**src/rtl/uart_pkg.sv**
```systemverilog
// rtl/uart_pkg.sv - shared types and helpers for the arbitrated UART transmitter
package uart_pkg;

  // Divider field width in the config struct; the top zero-extends its DIV_W-bit divider into it.
  localparam int unsigned CFG_DIV_W = 32;

  typedef enum logic [2:0] {
    ST_IDLE   = 3'd0,
    ST_START  = 3'd1,
    ST_DATA   = 3'd2,
    ST_PARITY = 3'd3,
    ST_STOP1  = 3'd4,
    ST_STOP2  = 3'd5
  } uart_state_e;

  typedef struct packed {
    logic [CFG_DIV_W-1:0] div;
    logic                 parity_en;
    logic                 parity_type;
    logic                 stop2;
    logic [3:0]           data_bits;
  } uart_cfg_t;

  // Requested data-bit count limited to the legal 5..8 range.
  function automatic logic [3:0] clamp_data_bits(input logic [3:0] n);
    logic [3:0] r;
    if (n < 4'd5) begin
      r = 4'd5;
    end else if (n > 4'd8) begin
      r = 4'd8;
    end else begin
      r = n;
    end
    return r;
  endfunction

  // XOR of the low n data bits, inverted for odd parity.
  function automatic logic calc_parity(input logic [7:0] d, input logic [3:0] n,
                                       input logic odd);
    logic p;
    p = odd;
    for (int i = 0; i < 8; i++) begin
      if (i < int'(n)) begin
        p = p ^ d[i];
      end
    end
    return p;
  endfunction

endpackage

```
**src/rtl/uart_tx_core.sv**
```systemverilog
// rtl/uart_tx_core.sv - UART serializer: baud counter, bit counter and frame FSM
module uart_tx_core
  import uart_pkg::*;
#(
  parameter int unsigned DIV_W = 16
) (
  input  logic       clk_i,
  input  logic       arst_ni,
  input  logic       start_i,
  input  uart_cfg_t  cfg_i,
  input  logic [7:0] data_i,
  output logic       tx_o,
  output logic       busy_o
);

  uart_state_e          state_q;
  uart_state_e          state_d;
  uart_cfg_t            cfg_q;
  logic [7:0]           shreg_q;
  logic                 par_q;
  logic [DIV_W-1:0]     baud_cnt_q;
  logic [2:0]           bit_cnt_q;
  logic [CFG_DIV_W-1:0] div_eff;
  logic [3:0]           n_bits;
  logic                 bit_end;
  logic                 last_data;

  // A zero divider behaves as one cycle per bit.
  assign div_eff   = (cfg_q.div == '0) ? CFG_DIV_W'(1) : cfg_q.div;
  assign bit_end   = (CFG_DIV_W'(baud_cnt_q) == (div_eff - CFG_DIV_W'(1)));
  assign n_bits    = clamp_data_bits(cfg_q.data_bits);
  assign last_data = ({1'b0, bit_cnt_q} == (n_bits - 4'd1));

  // State register; reset aborts any frame in flight.
  always_ff @(posedge clk_i or negedge arst_ni) begin
    if (!arst_ni) begin
      state_q <= ST_IDLE;
    end else begin
      state_q <= state_d;
    end
  end

  // Next-state and line output.
  always_comb begin
    state_d = state_q;
    tx_o    = 1'b1;
    busy_o  = (state_q != ST_IDLE);
    case (state_q)
      ST_IDLE: begin
        if (start_i) begin
          state_d = ST_START;
        end
      end
      ST_START: begin
        tx_o = 1'b0;
        if (bit_end) begin
          state_d = ST_DATA;
        end
      end
      ST_DATA: begin
        tx_o = shreg_q[0];
        if (bit_end && last_data) begin
          state_d = cfg_q.parity_en ? ST_PARITY : ST_STOP1;
        end
      end
      ST_PARITY: begin
        tx_o = par_q;
        if (bit_end) begin
          state_d = ST_STOP1;
        end
      end
      ST_STOP1: begin
        if (bit_end) begin
          state_d = cfg_q.stop2 ? ST_STOP2 : ST_IDLE;
        end
      end
      ST_STOP2: begin
        if (bit_end) begin
          state_d = ST_IDLE;
        end
      end
      default: begin
        state_d = ST_IDLE;
      end
    endcase
  end

  // Frame datapath: capture on start, then pace bits and shift data out LSB first.
  always_ff @(posedge clk_i or negedge arst_ni) begin
    if (!arst_ni) begin
      cfg_q      <= '0;
      shreg_q    <= '0;
      par_q      <= 1'b0;
      baud_cnt_q <= '0;
      bit_cnt_q  <= '0;
    end else if (state_q == ST_IDLE) begin
      baud_cnt_q <= '0;
      bit_cnt_q  <= '0;
      if (start_i) begin
        cfg_q   <= cfg_i;
        shreg_q <= data_i;
        par_q   <= calc_parity(data_i, clamp_data_bits(cfg_i.data_bits), cfg_i.parity_type);
      end
    end else if (bit_end) begin
      baud_cnt_q <= '0;
      if (state_q == ST_DATA) begin
        shreg_q   <= {1'b0, shreg_q[7:1]};
        bit_cnt_q <= last_data ? 3'd0 : (bit_cnt_q + 3'd1);
      end
    end else begin
      baud_cnt_q <= baud_cnt_q + DIV_W'(1);
    end
  end

endmodule

```
**src/rtl/uart_tx_arbiter.sv**
```systemverilog
// rtl/uart_tx_arbiter.sv - round-robin arbiter feeding bytes from several requesters to one UART
module uart_tx_arbiter
  import uart_pkg::*;
#(
  parameter int unsigned NUM_REQ = 4,
  parameter int unsigned DIV_W   = 16
) (
  input  logic                       clk_i,
  input  logic                       arst_ni,
  input  logic [DIV_W-1:0]           cfg_clk_div_i,
  input  logic                       cfg_parity_en_i,
  input  logic                       cfg_parity_type_i,
  input  logic                       cfg_stop2_i,
  input  logic [3:0]                 cfg_data_bits_i,
  input  logic [NUM_REQ-1:0][7:0]    req_data_i,
  input  logic [NUM_REQ-1:0]         req_valid_i,
  output logic [NUM_REQ-1:0]         req_ready_o,
  output logic                       tx_o,
  output logic                       busy_o,
  output logic [$clog2(NUM_REQ)-1:0] grant_id_o
);

  localparam int unsigned ID_W = $clog2(NUM_REQ);

  logic [ID_W-1:0]    ptr_q;
  logic [ID_W-1:0]    grant_q;
  logic [ID_W-1:0]    sel;
  logic               found;
  logic               handshake;
  logic               core_busy;
  logic [NUM_REQ-1:0] ready_vec;
  uart_cfg_t          cfg_d;

  // Round-robin pick: first valid requester after the last one granted.
  always_comb begin
    found = 1'b0;
    sel   = '0;
    for (int i = 1; i <= int'(NUM_REQ); i++) begin
      logic [ID_W-1:0] cand;
      cand = ID_W'((int'(ptr_q) + i) % int'(NUM_REQ));
      if (!found && req_valid_i[cand]) begin
        found = 1'b1;
        sel   = cand;
      end
    end
  end

  assign handshake = !core_busy && found;
  assign ready_vec = handshake ? (NUM_REQ'(1) << sel) : '0;
  // Ready is forced low while reset is held so no requester sees a spurious acceptance.
  assign req_ready_o = arst_ni ? ready_vec : '0;

  // Live configuration presented to the core; it is sampled only in the handshake cycle.
  always_comb begin
    cfg_d             = '0;
    cfg_d.div         = CFG_DIV_W'(cfg_clk_div_i);
    cfg_d.parity_en   = cfg_parity_en_i;
    cfg_d.parity_type = cfg_parity_type_i;
    cfg_d.stop2       = cfg_stop2_i;
    cfg_d.data_bits   = cfg_data_bits_i;
  end

  // Pointer and in-flight grant move only on an accepted handshake.
  always_ff @(posedge clk_i or negedge arst_ni) begin
    if (!arst_ni) begin
      ptr_q   <= ID_W'(NUM_REQ - 1);
      grant_q <= '0;
    end else if (handshake) begin
      ptr_q   <= sel;
      grant_q <= sel;
    end
  end

  assign grant_id_o = grant_q;
  assign busy_o     = core_busy;

  uart_tx_core #(
    .DIV_W (DIV_W)
  ) u_core (
    .clk_i   (clk_i),
    .arst_ni (arst_ni),
    .start_i (handshake),
    .cfg_i   (cfg_d),
    .data_i  (req_data_i[sel]),
    .tx_o    (tx_o),
    .busy_o  (core_busy)
  );

endmodule

```
**config.mk**
```make
export PLATFORM = sky130hd
export DESIGN_NAME = uart_tx_arbiter
export DESIGN_NICKNAME = d
export VERILOG_FILES = /design/src/rtl/uart_pkg.sv /design/src/rtl/uart_tx_core.sv /design/src/rtl/uart_tx_arbiter.sv
export SDC_FILE = /design/constraint.sdc
export NUM_CORES = 1
export LEC_CHECK = 0
export ABC_CLOCK_PERIOD_IN_PS = 4500
export CAP_MARGIN = 10
export CORE_AREA = 2 2 88 90
export DETAILED_ROUTE_END_ITERATION = 6
export DIE_AREA = 0 0 90 92
export PLACE_DENSITY = 0.88
export RECOVER_POWER = 25
export SLEW_MARGIN = 40
export SYNTH_ARGS = -nofsm -noshare
export SYNTH_HDL_FRONTEND = slang
export SYNTH_SLANG_ARGS = --single-unit
```
**constraint.sdc**
```tcl
create_clock -name clk_i -period 4.5 [get_ports clk_i]
set_input_delay 0.675 -clock clk_i [delete_from_list [all_inputs] [get_ports clk_i]]
set_output_delay 0.675 -clock clk_i [all_outputs]
set_load 0.01 [all_outputs]
```
==> flow_summary.ini <==
[run_status]
status = finished with violations
violations = max-capacitance violations, max-slew violations

[global_route]
overflow = 0
grt_max_degree = 58
antenna_found_initial = 0
grt_pass1_vias = 3402
grt_pass1_wl_um = 15300
grt_use_total = 0.231

[synthesis]
synth.top_cell.area_share = 0.367
yosys_warnings = 0
yosysSeqAreaShare = 0.381
synthesis.area_um2 = 3750
ys.flop_type = dfrtp_1
ys_ff_latch = 57
syn_inst = 435
async_reset_ff_frac = 1.00
ys_top_cells_by_area = dfrtp_1 37%, nand2_1 8.1%, mux2i_1 6.7%
synth.avg_cell_area_um2 = 8.61
synth-edff-count = 0
yosys-top-cells-count = 81 x nand2_1, 55 x dfrtp_1, 46 x nor2_1
synth_fp_nets = 501
synth_most_common_cell = nand2_1
ys_types = 60
yosys.area.top_type = dfrtp_1

[floorplan]
fp.dieW_um = 90
coreArea_um2 = 7450
ios = 69
die_h_um = 92
die-area_um2 = 8280
initial_core_util = 0.503
row_count = 32

[sta]
finClkSkew_ps = 8.98
tns_ps = 0
finalHoldViolations = 0
max_slew_margin = -1.02
clock.fmax_ghz = 0.250
period_share = 0.891
slew_viol_final = 58
rsz0062_at_grt = no
finalSetupViolCount = 0
worst-slew-pin-transition_ps = 3030
period_needed_ps = 4010

[finish]
diodes = 0
drive_gt1_frac = 0.0878
nNetsFinal = 562
areaGrowthSynthToFinish_pct = 26.0
stdcell_count = 603

[routing]
ant_nets = 0
drt-total-wl_um = 9110
wl_per_cell_um = 15.1
drt_iter0_drc = 300
dr_total_vias = 3361
drt-vias-per-instance = 5.57
drc = 0
detail_route.first_pass.iterations = 4

[cts]
cts_root_buf = clkbuf_8
cts_tree = done
cts_resized = 0
cts_setup_buffers = 0
holdBufCountCts = 0
cts_inserted_buffers = 9
clk_latency_ps = 350
h-tree-depth = 3
cts_buffer_depth = 2
clock_sinks = 57
path_clk_slew_ps = 70

[power_and_ir_drop]
p_leak_nw = 2.13
vdd_drop_max_uv = 319
power_per_cell_area_nw_per_um2 = 618

[placed_design]
portBuffers = 68
placedCellCount = 587
dp_hpwl_um = 6630
finalWeightedCongestion = 0.869

[worst_setup_path]
crit_slowest_cell = dfrtp_1
r2r-start = u_core.cfg_q[18]
reg2reg_slack_ps = 490
endpoint = u_core.bit_cnt_q[0]
critical_path.max_fanout = 9
r2r_end = u_core.bit_cnt_q[0]
worst_ep_required_time_ps = 4740
end_kind = register
r2r_cells = 14
startpoint = u_core.cfg_q[18]
arrival_ps = 4240
slowest_delay_ps = 470
critPathKind = register to register
cp_cell_sequence = nor4_1, and4_1, nor4_2, and3_1, ha_1, xor2_1, nand2_1, a2111oi_0, o311a_1, nand4_1, a211oi_4, or2_1, nand2_4, mux2_4
startpoint_type = register

[min_path]
hold_class = register to register

[run]
cap_viol_max_count = 1
layout by cell type (no fill, tap or decap), drive strengths merged, types with 6 or more instances in the layout:
cell type / netlist / routed
clkdlybuf4s50: 0 / 67
dfrtp: 55 / 55
nor4: 6 / 6
xnor2: 17 / 17
nand2: 82 / 82
nor2: 46 / 46
nand3: 9 / 9
xor2: 21 / 21
mux2i: 25 / 25
a211oi: 6 / 6
a21oi: 18 / 18
a21o: 8 / 8
nand4: 8 / 8
clkbuf: 17 / 12
inv: 15 / 15
mux2: 6 / 6
o21ai: 13 / 13
nor3: 11 / 11
routing by layer:
layer | part of all wire | vias up | GRT usage
li1 | - | 1611 | -
met1 | 0.40 | 1621 | 0.266
met2 | 0.52 | 108 | 0.409
met3 | 0.057 | 21 | 0.0501
met4 | 0.023 | 0 | 0.114
met5 | 0 | - | 0
state kept, by name, summed over array words and instances (netlist names):
name               flops
grant_id_o             2
ptr_q                  2
u_core.baud_cnt_q     16
u_core.bit_cnt_q       3
u_core.cfg_q          22
u_core.par_q           1
u_core.shreg_q         8
u_core.state_q         3
report_power, final:
group	internal [mW]	leakage, nW	switching (mW)	total (mW)
Combinational	0.661	1.29	0.717	1.38
Sequential	0.704	0.717	0.244	0.948
Clock	0.380	0.126	0.210	0.590
worst max-delay path, delay by kind of cell, from the launching register on:
| kind | cells | cell delay (ps) |
|---|---|---|
| adders and majority gates | 1 | 280 |
| AOI/OAI and AO/OA | 3 | 950 |
| muxes | 1 | 300 |
| DFF | 1 | 470 |
| xor gates and xnor gates | 1 | 140 |
| and+or+nand+nor | 8 | 1740 |
cell type report:
type	count	area [um2]
sequential	57	1430
inverter	16	60.1
clock buffer	10	138
timing repair buffer	74	716
clock inverter	6	105
multi-input combinational	338	2150
fill	610	2730
tap	102	128
stage by stage:
stage | hold slack, ps | utilization | worst slack, ps | cell area [um2] | total power [mW]
3_5_place_dp | 463 | 0.602 | 567 | 4480 | 2.32
3_3_place_gp | 459 | 0.602 | 683 | 4480 | 2.26
4_1_cts | 479 | 0.635 | 532 | 4730 | 2.92
2_1_floorplan | 379 | - | 954 | 3750 | 1.94
5_1_grt | 510 | 0.634 | 208 | 4720 | 3.13
6_report | 477 | 0.634 | 492 | 4720 | 2.92
kinds of logic (layout without fill, tap and decap cells):
kind of cell / count (synthesis) / count (layout) / share of synthesized area
AND/OR/NAND/NOR: 198 / 198 / 0.254
adder cells (fa/ha/maj): 5 / 5 / 0.0167
buffers and inverters: 40 / 106 / 0.0471
XOR/XNOR: 40 / 40 / 0.101
flip-flops: 57 / 57 / 0.381
multiplexers: 31 / 31 / 0.0858
AO/OA/AOI/OAI: 64 / 64 / 0.115
how the worst min path moves through the flow:
stage / cells after the start / start / endpoint / slack [ps]
4_1_cts: 2 / u_core.cfg_q[2] / u_core.cfg_q[2] / 480
5_1_grt: 1 / grant_id_o[1] / grant_id_o[1] / 510
2_1_floorplan: 0 / arst_ni / grant_id_o[0] / 380
3_5_place_dp: 2 / u_core.cfg_q[1] / u_core.cfg_q[1] / 460
3_3_place_gp: 2 / u_core.cfg_q[1] / u_core.cfg_q[1] / 460
6_report: 2 / u_core.cfg_q[2] / u_core.cfg_q[2] / 480
Power figures use the tool's default switching activity.
==> edit 1, RTL diff (same flow settings) <==
Encoding of `uart_state_e`: now one-hot (6 bits for 6 states).
--- a/src/rtl/uart_pkg.sv
+++ b/src/rtl/uart_pkg.sv
@@ -5,11 +5,11 @@
   localparam int unsigned CFG_DIV_W = 32;
 
-  typedef enum logic [2:0] {
-    ST_IDLE   = 3'd0,
-    ST_START  = 3'd1,
-    ST_DATA   = 3'd2,
-    ST_PARITY = 3'd3,
-    ST_STOP1  = 3'd4,
-    ST_STOP2  = 3'd5
+  typedef enum logic [5:0] {
+    ST_IDLE   = 6'b000001,
+    ST_START  = 6'b000010,
+    ST_DATA   = 6'b000100,
+    ST_PARITY = 6'b001000,
+    ST_STOP1  = 6'b010000,
+    ST_STOP2  = 6'b100000
   } uart_state_e;
 
Check against the original RTL: no difference found for any inputs over 4 cycles, from zero or initial values and one cycle with arst_ni low; so few cycles prove little.
==> edit 1 against the unedited design <==
The flow still finishes with violations (capacitance limit, slew limit); die area is the same; sequential cell count up 3; largest cell class unchanged; non-clock buffer count grew 2; setup slack worse by 100 ps; synthesized area up 6.1%; via count up 5.3%; routed wire length increased by 4.3%; final area increased by 4.3%; final cell count increased by 5.0%; highest routed layer unchanged; total power rose by 7.2%.
==> edit 1: results (changes against the unedited design) <==
Setup path
  • CP peak stage delay: 600 ps (+130 ps)
  • R2r worst-path depth: 13 (-1)
  • Critical Path End: u_core.state_q[4]
  • Worst reg2reg endpoint: u_core.state_q[4]
  • Reg2reg start: u_core.cfg_q[16]
  • Critical path's slowest cell: or4_4
  • Critical path arrival: 4340 ps (+100 ps)
  • R2R Setup Slk: 390 ps (-100 ps)
  • Crit-path max FO: 7 (-2)

Clock network
  • Clock latency on the worst-skew pair: 350 ps (about the same)
  • Reg clk slew, reported paths: 80 ps

Yosys
  • Sequential fraction of the synthesis area: 0.379 (-0.00264)
  • Net Count, Synth: 524 (+4.6%)
  • Unique masters post-synth: 68 (+13%)
  • Post-synth ARST share: 1.00 (unchanged)
  • Top post-synthesis cells by area: dfrtp_1 (36%), nand2_1 (9.3%), mux2i_1 (6.3%), xnor2_1 (4.8%), xor2_1 (4.2%)
  • Post-synth top cells: nand2_1 (99), dfrtp_1 (57), nor2_1 (42)

Route
  • Detailed Route WL: 9.51 mm (+4.3%)
  • Router iterations before antenna repair: 7 (+3)
  • Via count: 3539 (+5.3%)
  • Iter 0 DRT Violations: 268 (-11%)

Status
  • Status: finished, violations left
  • Violated checks: capacitance limit, slew limit

Place
  • GP Congestion: 0.937 (+7.8%)
  • Dpl ws: 460 ps (-107 ps)
  • Detailed placer's ending HPWL: 7.09 mm (+7.0%)

STA
  • Fin. max-slew vios: 61 (+5.2%)
  • Worst clock skew: 8.36 ps (-0.625 ps)
  • Worst slew margin: -1.07 (-0.0545)
  • Peak Freq: 243 MHz (-2.5%)

Global routing
  • Pin count of the biggest net entering global routing: 61 (+5.2%)
  • First-pass GRT wire length: 16.1 mm (+4.9%)
  • Gr usage total: 0.240 (+0.00831)

Worst hold path
  • Type of the most critical hold path: reg -> reg
  • Min-delay src: u_core.cfg_q[2]

Final layout
  • Share of layout cells above drive strength 1: 0.102 (+0.0139)
  • Nets@finish: 592 (+5.3%)
  • Fillers: 606 (-0.66%)
  • Largest Register: u_core.cfg_q

Flow run
  • Max_cap viols: 1 (unchanged)

Pwr
  • Leakage dissipation: 0.00217 µW (+1.8%)
  • Worst vdd ir: 0.000372 V (+16%)
[edit 1: per-stage QoR]
step / utilization / hold slack (ps) / total power (µW) / cell area, µm² / instances
detailed placement: 0.635 / 467 / 2610 / 4730 / 617
finish: 0.661 / 486 / 3130 / 4920 / 633
CTS: 0.662 / 485 / 3120 / 4930 / 633
global placement: 0.635 / 461 / 2530 / 4730 / 617
floorplan: - / 379 / 2220 / 3980 / 458
global route: 0.661 / 530 / 3370 / 4920 / 633
[edit 1: layout make-up]
class / count / share of cell area
multi-input combinational: 368 / 0.471
timing repair buffer: 76 / 0.148
sequential: 60 / 0.306
inverter: 11 / 0.00838
tap: 102 / 0.0259
clock inverter: 7 / 0.0155
clock buffer: 9 / 0.0252
[edit 1: cell families after synthesis]
family	share of synthesized area
AND/OR/NAND/NOR	0.259
adder cells (fa/ha/maj)	0.0157
flip-flops	0.379
multiplexers	0.0951
AO/OA/AOI/OAI	0.111
buffers and inverters	0.0384
XOR/XNOR	0.102
[edit 1: power breakdown]
part	switching [µW]	internal [µW]	leakage [µW]
registers	238	750	0.000758
clock network	232	258	0.0000958
logic	878	773	0.00132
total	1350	1780	0.00217
[edit 1: metal layers]
layer | wire length (µm) | GRT usage | vias up
li1 | - | - | 1718
met1 | 4190 | 0.311 | 1706
met2 | 4700 | 0.403 | 95
met3 | 400 | 0.0386 | 20
met4 | 215 | 0.0962 | 0
met5 | 0 | 0 | -
[edit 1: worst min-delay path, cell delays in order (launching register included)]
cell,delay (ps)
dfrtp_1,350
nand2_1,50
nand2_1,50
==> edit 2, RTL diff (same flow settings) <==
Without the edit above. Set the parameter `NUM_REQ` to 2 (it was 4).
--- a/src/rtl/uart_tx_arbiter.sv
+++ b/src/rtl/uart_tx_arbiter.sv
@@ -3,5 +3,5 @@
   import uart_pkg::*;
 #(
-  parameter int unsigned NUM_REQ = 4,
+  parameter int unsigned NUM_REQ = 2,
   parameter int unsigned DIV_W   = 16
 ) (
Ports: changed (resized grant_id_o, req_data_i, req_ready_o and req_valid_i); port bits go from 69 to 48. The function was not compared with the original's and may differ.
==> edit 2 against the unedited design <==
Critical path type unchanged; largest cell class unchanged; synthesized area is 4.0% lower; the flow still finishes with violations (capacitance limit, slew limit); hold slack better by 12 ps; routed wire length is 5.6% lower; sequential cell count is 2 lower; setup slack better by 83 ps; final area is 9.9% lower; first-iteration DRC count is 40% lower.
Power is not compared: it rests on default switching activity, and its combinational part moved more than twofold at a synthesized area within 25%.
==> edit 2: results (changes against the unedited design) <==
Final layout
  • Nets@finish: 509 (-9.4%)
  • Fillers: 671 (+10%)
  • Share of layout cells above drive strength 1: 0.0736 (-0.0142)

Yosys
  • Sequential fraction of the synthesis area: 0.383 (+0.00179)
  • Top post-synthesis cells by area: dfrtp_1 (38%), nand2_1 (8.2%), xnor2_1 (6.1%), mux2i_1 (4.5%), xor2_1 (4.4%)
  • Post-synth top cells: nand2_1 (79), dfrtp_1 (54), nor2_1 (37)
  • Post-synth ARST share: 1.00 (unchanged)

Route
  • Iter 0 DRT Violations: 180 (-40%)
  • Detailed Route WL: 8.61 mm (-5.6%)
  • Via density: 5.62 (+0.81%)

STA
  • Fin. max-slew vios: 56 (-3.4%)
  • Worst clock skew: 13.4 ps (+4.42 ps)
  • Worst slew pin tran: 2890 ps (-139 ps)

Global routing
  • Gr usage total: 0.215 (-0.0162)
  • Pin count of the biggest net entering global routing: 56 (-3.4%)
  • Initial antenna violation count: 0 (unchanged)
  • Vias in the first global route: 3153 (-7.3%)
  • First-pass GRT wire length: 14.6 mm (-4.9%)

Clock network
  • Htree depth: 2 (-1)
  • Clock latency on the worst-skew pair: 320 ps (-30 ps)
  • Reg clk slew, reported paths: 100 ps (+30 ps)

Status
  • Violated checks: capacitance limit, slew limit
  • Status: finished, violations left

Setup path
  • CP peak stage delay: 510 ps (+40 ps)
  • Crit-path max FO: 16 (+7)
  • Critical path arrival: 4120 ps (-120 ps)

Place
  • Number of I/O port buffers: 47 (-31%)
  • GP Congestion: 0.934 (+7.4%)

Flow run
  • Max_cap viols: 1 (unchanged)
## edit 2: cells by family (layout without fill, tap and decap cells)
family / Yosys count / after routing / synth area share
muxes: 16 / 16 / 0.0445
and+or+nand+nor: 204 / 204 / 0.292
DFF: 55 / 55 / 0.383
xor gates and xnor gates: 44 / 44 / 0.111
adders and majority gates: 5 / 5 / 0.0174
buffers and inverters: 28 / 71 / 0.0341
AOI/OAI and AO/OA: 67 / 67 / 0.118
## edit 2: final cells by class
cell class,instances,area share
inverters,10,0.00883
flip-flops and latches,55,0.324
multi-input cells,336,0.495
well taps,102,0.0300
clock buffers,8,0.0235
repair buffers,53,0.119
## edit 2: path summary, 6_finish.rpt
check                           slack, ps               from  cells after the start                    end
min in group asynchronous            1470            arst_ni                      2       u_core.cfg_q[11]
worst min-delay path                  490  u_core.shreg_q[7]                      1      u_core.shreg_q[7]
worst min register to register        490  u_core.shreg_q[7]                      1      u_core.shreg_q[7]
worst max-delay path                  570   u_core.cfg_q[10]                     14  u_core.baud_cnt_q[15]
max in group asynchronous            1390            arst_ni                      2       u_core.cfg_q[13]
worst max register to register        570   u_core.cfg_q[10]                     14  u_core.baud_cnt_q[15]
## edit 2: report_power, final
part	leakage [µW]	internal, µW	switching, µW
sequential	0.000667	555	103
clock	0.0000515	141	162
combinational	0.00108	182	156
total	0.00180	878	421
## edit 2: metrics by stage
stage	worst slack [ps]	power (µW)	area [µm²]	std cells
after floorplan	991	882	3600	419
after global routing	63.0	1380	4250	564
after detailed placement	525	1000	4150	556
after CTS	495	1300	4250	564
after global placement	781	978	4150	556
final	575	1300	4250	564
## edit 2: what timing repair did
action	4_1_cts	5_1_grt
hold endpoints to repair	0	0
endpoints found under the setup margin	0	16
resized for setup	0	1
## edit 2: metal layers
layer,vias up,track usage,share of wire,wire (µm)
met5,-,0,0,0
li1,1535,-,-,-
met4,0,0.0936,0.024,210
met3,19,0.0362,0.047,402
met2,101,0.357,0.49,4220
met1,1514,0.279,0.44,3780
